<file path="src/rtl/iirbandpass_mc.sv">
// Multi-channel second-order IIR bandpass filter. One shared shift-and-add datapath
// processes one channel per clock after each sample strobe.
module iirbandpass_mc #(
    parameter int inputwidth  = 16,
    parameter int outputwidth = 16,
    parameter int channels    = 4,
    parameter int fracbits    = 10
) (
    input  logic                              clk,
    input  logic                              reset_n,
    input  logic                              ena,
    input  logic [channels*inputwidth-1:0]    d,
    input  logic                              cfg_wr,
    input  logic [3:0]                        cfg_ch,
    input  logic [3:0]                        cfg_a1,
    input  logic [3:0]                        cfg_a2,
    input  logic [3:0]                        cfg_b,
    output logic [channels*outputwidth-1:0]   q,
    output logic                              q_valid,
    output logic                              busy,
    output logic                              overrun
);

    localparam int AW = outputwidth + fracbits + 3;
    localparam int CW = (channels > 1) ? $clog2(channels) : 1;
    localparam logic [CW-1:0] LAST_CH = CW'(channels - 1);
    localparam logic [3:0] B_MAX = (fracbits > 15) ? 4'd15 : 4'(fracbits);
    localparam logic [3:0] B_RST = (fracbits < 10) ? B_MAX : 4'd10;
    localparam logic signed [AW-1:0] Q_MAX = AW'((64'sd1 <<< (outputwidth - 1)) - 64'sd1);
    localparam logic signed [AW-1:0] Q_MIN = AW'(-(64'sd1 <<< (outputwidth - 1)));

    typedef enum logic {IDLE, RUN} state_t;

    state_t state, state_nx;
    logic [CW-1:0] ch;
    logic start, step;

    logic [3:0] a1_live [channels];
    logic [3:0] a2_live [channels];
    logic [3:0] b_live  [channels];
    logic [3:0] a1_snap [channels];
    logic [3:0] a2_snap [channels];
    logic [3:0] b_snap  [channels];
    logic signed [inputwidth-1:0]  d_cap [channels];
    logic signed [outputwidth-1:0] x1 [channels];
    logic signed [outputwidth-1:0] x2 [channels];
    logic signed [AW-1:0]          y1 [channels];
    logic signed [AW-1:0]          y2 [channels];
    logic [outputwidth-1:0]        q_reg [channels];

    logic signed [outputwidth-1:0] x0;
    logic signed [AW-1:0] diff, xt, y0, yq;
    logic [outputwidth-1:0] q_sat;

    function automatic logic [3:0] clamp_a(input logic [3:0] v);
        return (v == 4'd0) ? 4'd1 : v;
    endfunction

    function automatic logic [3:0] clamp_b(input logic [3:0] v);
        return (v > B_MAX) ? B_MAX : v;
    endfunction

    always_comb begin
        state_nx = state;
        start    = 1'b0;
        step     = 1'b0;
        case (state)
            IDLE: begin
                if (ena) begin
                    start    = 1'b1;
                    state_nx = RUN;
                end
            end
            RUN: begin
                step = 1'b1;
                if (ch == LAST_CH) state_nx = IDLE;
            end
            default: state_nx = IDLE;
        endcase
    end

    always_ff @(posedge clk or negedge reset_n) begin
        if (!reset_n) begin
            state   <= IDLE;
            ch      <= '0;
            q_valid <= 1'b0;
            overrun <= 1'b0;
        end else begin
            state   <= state_nx;
            q_valid <= step && (ch == LAST_CH);
            if (start)
                ch <= '0;
            else if (step)
                ch <= ch + 1'b1;
            if (ena && state == RUN)
                overrun <= 1'b1;
        end
    end

    // Live coefficients accept writes at any time; the running frame reads only the snapshot.
    always_ff @(posedge clk or negedge reset_n) begin
        if (!reset_n) begin
            for (int i = 0; i < channels; i++) begin
                a1_live[i] <= 4'd10;
                a2_live[i] <= 4'd14;
                b_live[i]  <= B_RST;
            end
        end else if (cfg_wr && int'(cfg_ch) < channels) begin
            a1_live[cfg_ch[CW-1:0]] <= clamp_a(cfg_a1);
            a2_live[cfg_ch[CW-1:0]] <= clamp_a(cfg_a2);
            b_live[cfg_ch[CW-1:0]]  <= clamp_b(cfg_b);
        end
    end

    always_ff @(posedge clk or negedge reset_n) begin
        if (!reset_n) begin
            for (int i = 0; i < channels; i++) begin
                a1_snap[i] <= 4'd10;
                a2_snap[i] <= 4'd14;
                b_snap[i]  <= B_RST;
                d_cap[i]   <= '0;
            end
        end else if (start) begin
            for (int i = 0; i < channels; i++) begin
                a1_snap[i] <= a1_live[i];
                a2_snap[i] <= a2_live[i];
                b_snap[i]  <= b_live[i];
                d_cap[i]   <= d[i*inputwidth +: inputwidth];
            end
        end
    end

    // Shared datapath for the channel selected by ch: shifts and adds only.
    always_comb begin
        x0   = outputwidth'(d_cap[ch]) <<< (outputwidth - inputwidth);
        diff = (AW'(x0) - AW'(x2[ch])) <<< fracbits;
        xt   = diff >>> b_snap[ch];
        y0   = xt + (y1[ch] <<< 1) - (y1[ch] >>> a1_snap[ch])
                  - y2[ch] + (y2[ch] >>> a2_snap[ch]);
        yq   = y0 >>> fracbits;
        if (yq > Q_MAX)
            q_sat = Q_MAX[outputwidth-1:0];
        else if (yq < Q_MIN)
            q_sat = Q_MIN[outputwidth-1:0];
        else
            q_sat = yq[outputwidth-1:0];
    end

    always_ff @(posedge clk or negedge reset_n) begin
        if (!reset_n) begin
            for (int i = 0; i < channels; i++) begin
                x1[i]    <= '0;
                x2[i]    <= '0;
                y1[i]    <= '0;
                y2[i]    <= '0;
                q_reg[i] <= '0;
            end
        end else if (step) begin
            x2[ch]    <= x1[ch];
            x1[ch]    <= x0;
            y2[ch]    <= y1[ch];
            y1[ch]    <= y0;
            q_reg[ch] <= q_sat;
        end
    end

    always_comb begin
        q = '0;
        for (int i = 0; i < channels; i++)
            q[i*outputwidth +: outputwidth] = q_reg[i];
    end

    assign busy = (state == RUN);

endmodule

</file>
<file path="config.mk">
export PLATFORM = sky130hd
export DESIGN_NAME = iirbandpass_mc
export DESIGN_NICKNAME = d
export VERILOG_FILES = /design/src/rtl/iirbandpass_mc.sv
export SDC_FILE = /design/constraint.sdc
export NUM_CORES = 2
export LEC_CHECK = 0
export CORE_ASPECT_RATIO = 0.7
export CORE_UTILIZATION = 35
export CTS_CLUSTER_SIZE = 16
export DETAILED_ROUTE_END_ITERATION = 6
export PLACE_DENSITY = 0.55
export SLEW_MARGIN = 5
export SYNTH_ARGS = -nofsm -noshare
export SYNTH_HDL_FRONTEND = slang
export SYNTH_SLANG_ARGS = --single-unit
</file>
<file path="constraint.sdc">
create_clock -name clk -period 17 [get_ports clk]
set_input_delay 2.55 -clock clk [delete_from_list [all_inputs] [get_ports clk]]
set_output_delay 2.55 -clock clk [all_outputs]
set_load 0.01 [all_outputs]
</file>
==> implementation parameters <==
Parameter                              Value

Status
  Result of the run ... complete, no violations

Timing
  Clock Skew ... 0.0335 ns
  Count of pins over their slew limit ... 0
  Tcrit/Tclk final ... 60.6%
  Number of failing setup endpoints in the final timing report ... 0
  Slew at the pin with the worst max-slew slack ... 1.10 ns
  Min Clock Period, post-route ... 10.30 ns
  Final hold slack ... 0.470 ns
  TNS Setup ... 0 ns
  Unrepaired setup endpoints after global routing ... false
  Worst slew slack as a fraction of its limit ... 26.2%
  Number of hold-slack violations in the final timing report ... 0
  Worst setup slack after layout ... 6.70 ns
  Max frequency ... 97.0 MHz

Clocking
  Post-CTS setup buffers ... 0
  Number of buffers between clock root and the deepest sink ... 3
  Buffer type at the clock tree root ... sky130_fd_sc_hd__clkbuf_16
  Number of sinks handled by clock tree synthesis ... 589
  Number of gates resized after cts ... 0
  Hold buffer count at cts ... 0
  Number of buffers added by the clock tree synthesis step ... 59
  Clk Latency, worst-skew pair ... 0.66 ns
  Depth of the CTS H-tree ... 2
  CTS tree ... yes
  CTS clock-pin slew for the worst setup and hold paths ... 0.07 ns

Route
  Drt first pass iters ... 5
  Detailed router's first-iteration violation count ... 1,904
  Max Used Layer ... met4
  Detailed-route wire length on metal 1 ... 46,900 um
  Final routed wire length divided by cell count ... 21.1 um
  Met2 wire len ... 38,300 um
  Number of routed nets with antenna violations ... 0
  Length of routed met3 wiring ... 7870 um
  Sum of routed wire length over all layers ... 94,100 um
  Number of remaining DRC errors ... 0
  Routed vias ... 23,540
  Per-cell via count in the routed design ... 5.28

Floorplan
  Die H ... 256 um
  Area of the placeable core ... 90,700 um2
  Core Rows ... 92
  Starting utilization of the core area ... 35.6%
  Die Footprint ... 93,400 um2
  Die boundary width ... 365 um
  Total I/O pin count ... 151

Layout
  Fraction of layout instances using a drive strength above 1 ... 16.3%
  Number of diodes ... 0
  Final core utilization ... 40.7%
  Number of fill cells ... 8,892
  Multi-input gate area in the final layout ... 16,300 um2
  Area taken by flip-flops and latches ... 14,800 um2
  Number of nets in the layout ... 3,403
  Layout Area Growth over Synthesis ... 14.4%
  Registers with the most flip-flops ... y1 x116, y2 x116

Critical path
  Data arrival time at the worst-slack endpoint ... 10.84 ns
  Required @ worst endpoint ... 17.54 ns
  Maximum cell stage delay along the critical path ... 0.95 ns
  Crit Path Category ... flop to flop
  Critical path capture point type ... flop
  CP max FO ... 60
  R2R cell count ... 28
  Critical path startpoint category ... flop
  Slowest cell on crit path ... sky130_fd_sc_hd__dfrtp_4

Synth
  Post-synthesis instance area ... 32,300 um2
  Post-synth EDFFs ... 0
  Yosys top cell by area ... sky130_fd_sc_hd__dfrtp_1
  Flip-flop cell with the highest count after synthesis ... sky130_fd_sc_hd__dfrtp_1
  Number of nets in the synthesized netlist ... 3,352
  Flip-flop and latch count after synthesis ... 589
  Most frequent cell after synthesis ... sky130_fd_sc_hd__nand2_1
  Synth Area per Inst ... 10.3 um2
  Number of distinct library cells after synthesis ... 74
  Synth cell count leaders ... sky130_fd_sc_hd__nand2_1 (934), sky130_fd_sc_hd__dfrtp_1 (533), sky130_fd_sc_hd__o21ai_0 (223)
  Share of synthesized registers carrying an async set or reset ... 100%
  Share of synthesized area occupied by flip-flops and latches ... 45.9%
  Synthesis warning total ... 0
  Top cells by area in the synthesized netlist ... sky130_fd_sc_hd__dfrtp_1 (41%), sky130_fd_sc_hd__nand2_1 (11%), sky130_fd_sc_hd__mux4_2 (8.0%)
  Fraction of synthesized cell area taken by the top area cell type ... 41.3%
  Cell count after synthesis ... 3,134

Global routing
  First-pass GRT wire length ... 148,000 um
  GRT Overall Usage ... 20.4%
  Number of global-route vias before repair ... 23,346
  Total overflow reported by the global router ... 0
  Largest net degree at the start of global routing ... 175
  Antenna violations before repair ... 0

Hold path
  Hold WC Path Type ... flop to flop
  Worst hold path stage count ... 2

Placement
  Half-perimeter wire length after placement ... 64,800 um
  Port-buffer cells ... 150
  DP Worst Slack ... 6.67 ns
  Gpl congestion ... 0.942

Flow run
  Max capacitance violation total ... 0
-- final timing paths --
path	start	endpoint	slack (ns)
worst min register to register	x2[29]	x2[29]	0.47
worst min-delay path	x2[29]	x2[29]	0.47
min in group asynchronous	reset_n	y2[65]	1.91
worst max-delay path	ch[0]	q[26]	6.70
worst max register to register	ch[0]	q[26]	6.70
max in group asynchronous	reset_n	b_snap[0]	12.84
-- metrics by stage --
step | std cells | cell area, um2
after floorplan | 3134 | 32300
after global routing | 4456 | 36900
after detailed placement | 4346 | 34900
final | 4456 | 36900
after global placement | 4346 | 34900
after CTS | 4456 | 36900
-- layer usage --
layer	GRT usage, %	vias to the layer above
met3	5.52	74
met1	32.6	11904
li1	-	10837
met5	0	-
met4	3.19	0
met2	27.5	725
-- final cells by class --
cell class	instances	area share, %
inverters	124	1.26
well taps	1222	4.14
repair buffers	184	4.84
multi-input cells	2227	44.2
clock buffers	78	4.55
clock inverters	32	0.878
flip-flops and latches	589	40.2
-- placed cells by master, fill, tap and decap left out, types with 5 or more instances in the layout --
| cell type | n |
|---|---|
| sky130_fd_sc_hd__clkinvlp_4 | 7 |
| sky130_fd_sc_hd__o211ai_1 | 48 |
| sky130_fd_sc_hd__o311ai_0 | 17 |
| sky130_fd_sc_hd__nand2b_1 | 6 |
| sky130_fd_sc_hd__a211oi_1 | 16 |
| sky130_fd_sc_hd__o311ai_2 | 5 |
| sky130_fd_sc_hd__dfrtp_1 | 531 |
| sky130_fd_sc_hd__mux4_2 | 114 |
| sky130_fd_sc_hd__nand2_1 | 930 |
| sky130_fd_sc_hd__mux2i_1 | 150 |
| sky130_fd_sc_hd__nand4_1 | 5 |
| sky130_fd_sc_hd__clkbuf_16 | 59 |
| sky130_fd_sc_hd__a31oi_1 | 10 |
| sky130_fd_sc_hd__and2_1 | 7 |
| sky130_fd_sc_hd__a21o_1 | 15 |
| sky130_fd_sc_hd__inv_1 | 122 |
| sky130_fd_sc_hd__ha_1 | 50 |
| sky130_fd_sc_hd__a21oi_1 | 90 |
| sky130_fd_sc_hd__xor2_1 | 18 |
| sky130_fd_sc_hd__nor2b_1 | 6 |
| sky130_fd_sc_hd__xnor2_1 | 21 |
| sky130_fd_sc_hd__mux2_2 | 181 |
| sky130_fd_sc_hd__clkbuf_1 | 6 |
| sky130_fd_sc_hd__nor2_1 | 93 |
| sky130_fd_sc_hd__and3_1 | 6 |
| sky130_fd_sc_hd__clkbuf_8 | 13 |
| sky130_fd_sc_hd__o31ai_1 | 7 |
| sky130_fd_sc_hd__o21a_1 | 19 |
| sky130_fd_sc_hd__nand3_1 | 11 |
| sky130_fd_sc_hd__nor3_1 | 13 |
| sky130_fd_sc_hd__clkinv_2 | 13 |
| sky130_fd_sc_hd__buf_4 | 32 |
| sky130_fd_sc_hd__dfstp_2 | 56 |
| sky130_fd_sc_hd__o21ai_0 | 222 |
| sky130_fd_sc_hd__clkdlybuf4s50_1 | 149 |
| sky130_fd_sc_hd__fa_1 | 84 |
-- kinds of logic (layout without fill, tap and decap cells) --
kind of cell / count (synthesis) / in the layout / synth area share [%]
mux: 446 / 446 / 19.0
buf+inv: 318 / 418 / 3.85
fa+ha+maj: 134 / 134 / 7.15
compound gates: 500 / 500 / 9.48
flops: 589 / 589 / 45.9
simple gates: 1106 / 1106 / 13.5
xor+xnor: 41 / 41 / 1.19
-- worst max-delay path, delay by kind of cell, from the launching register on --
kind	cells	cell delay (ns)
AND/OR/NAND/NOR	3	0.71
multiplexers	2	0.76
adder cells (fa/ha/maj)	5	2.12
flip-flops	1	0.95
buffers and inverters	4	1.25
AO/OA/AOI/OAI	13	3.62
XOR/XNOR	1	0.72
Power is left out: the tool's default activity adds up to more than one toggle a clock period on the data nets, which glitch-free logic cannot reach.
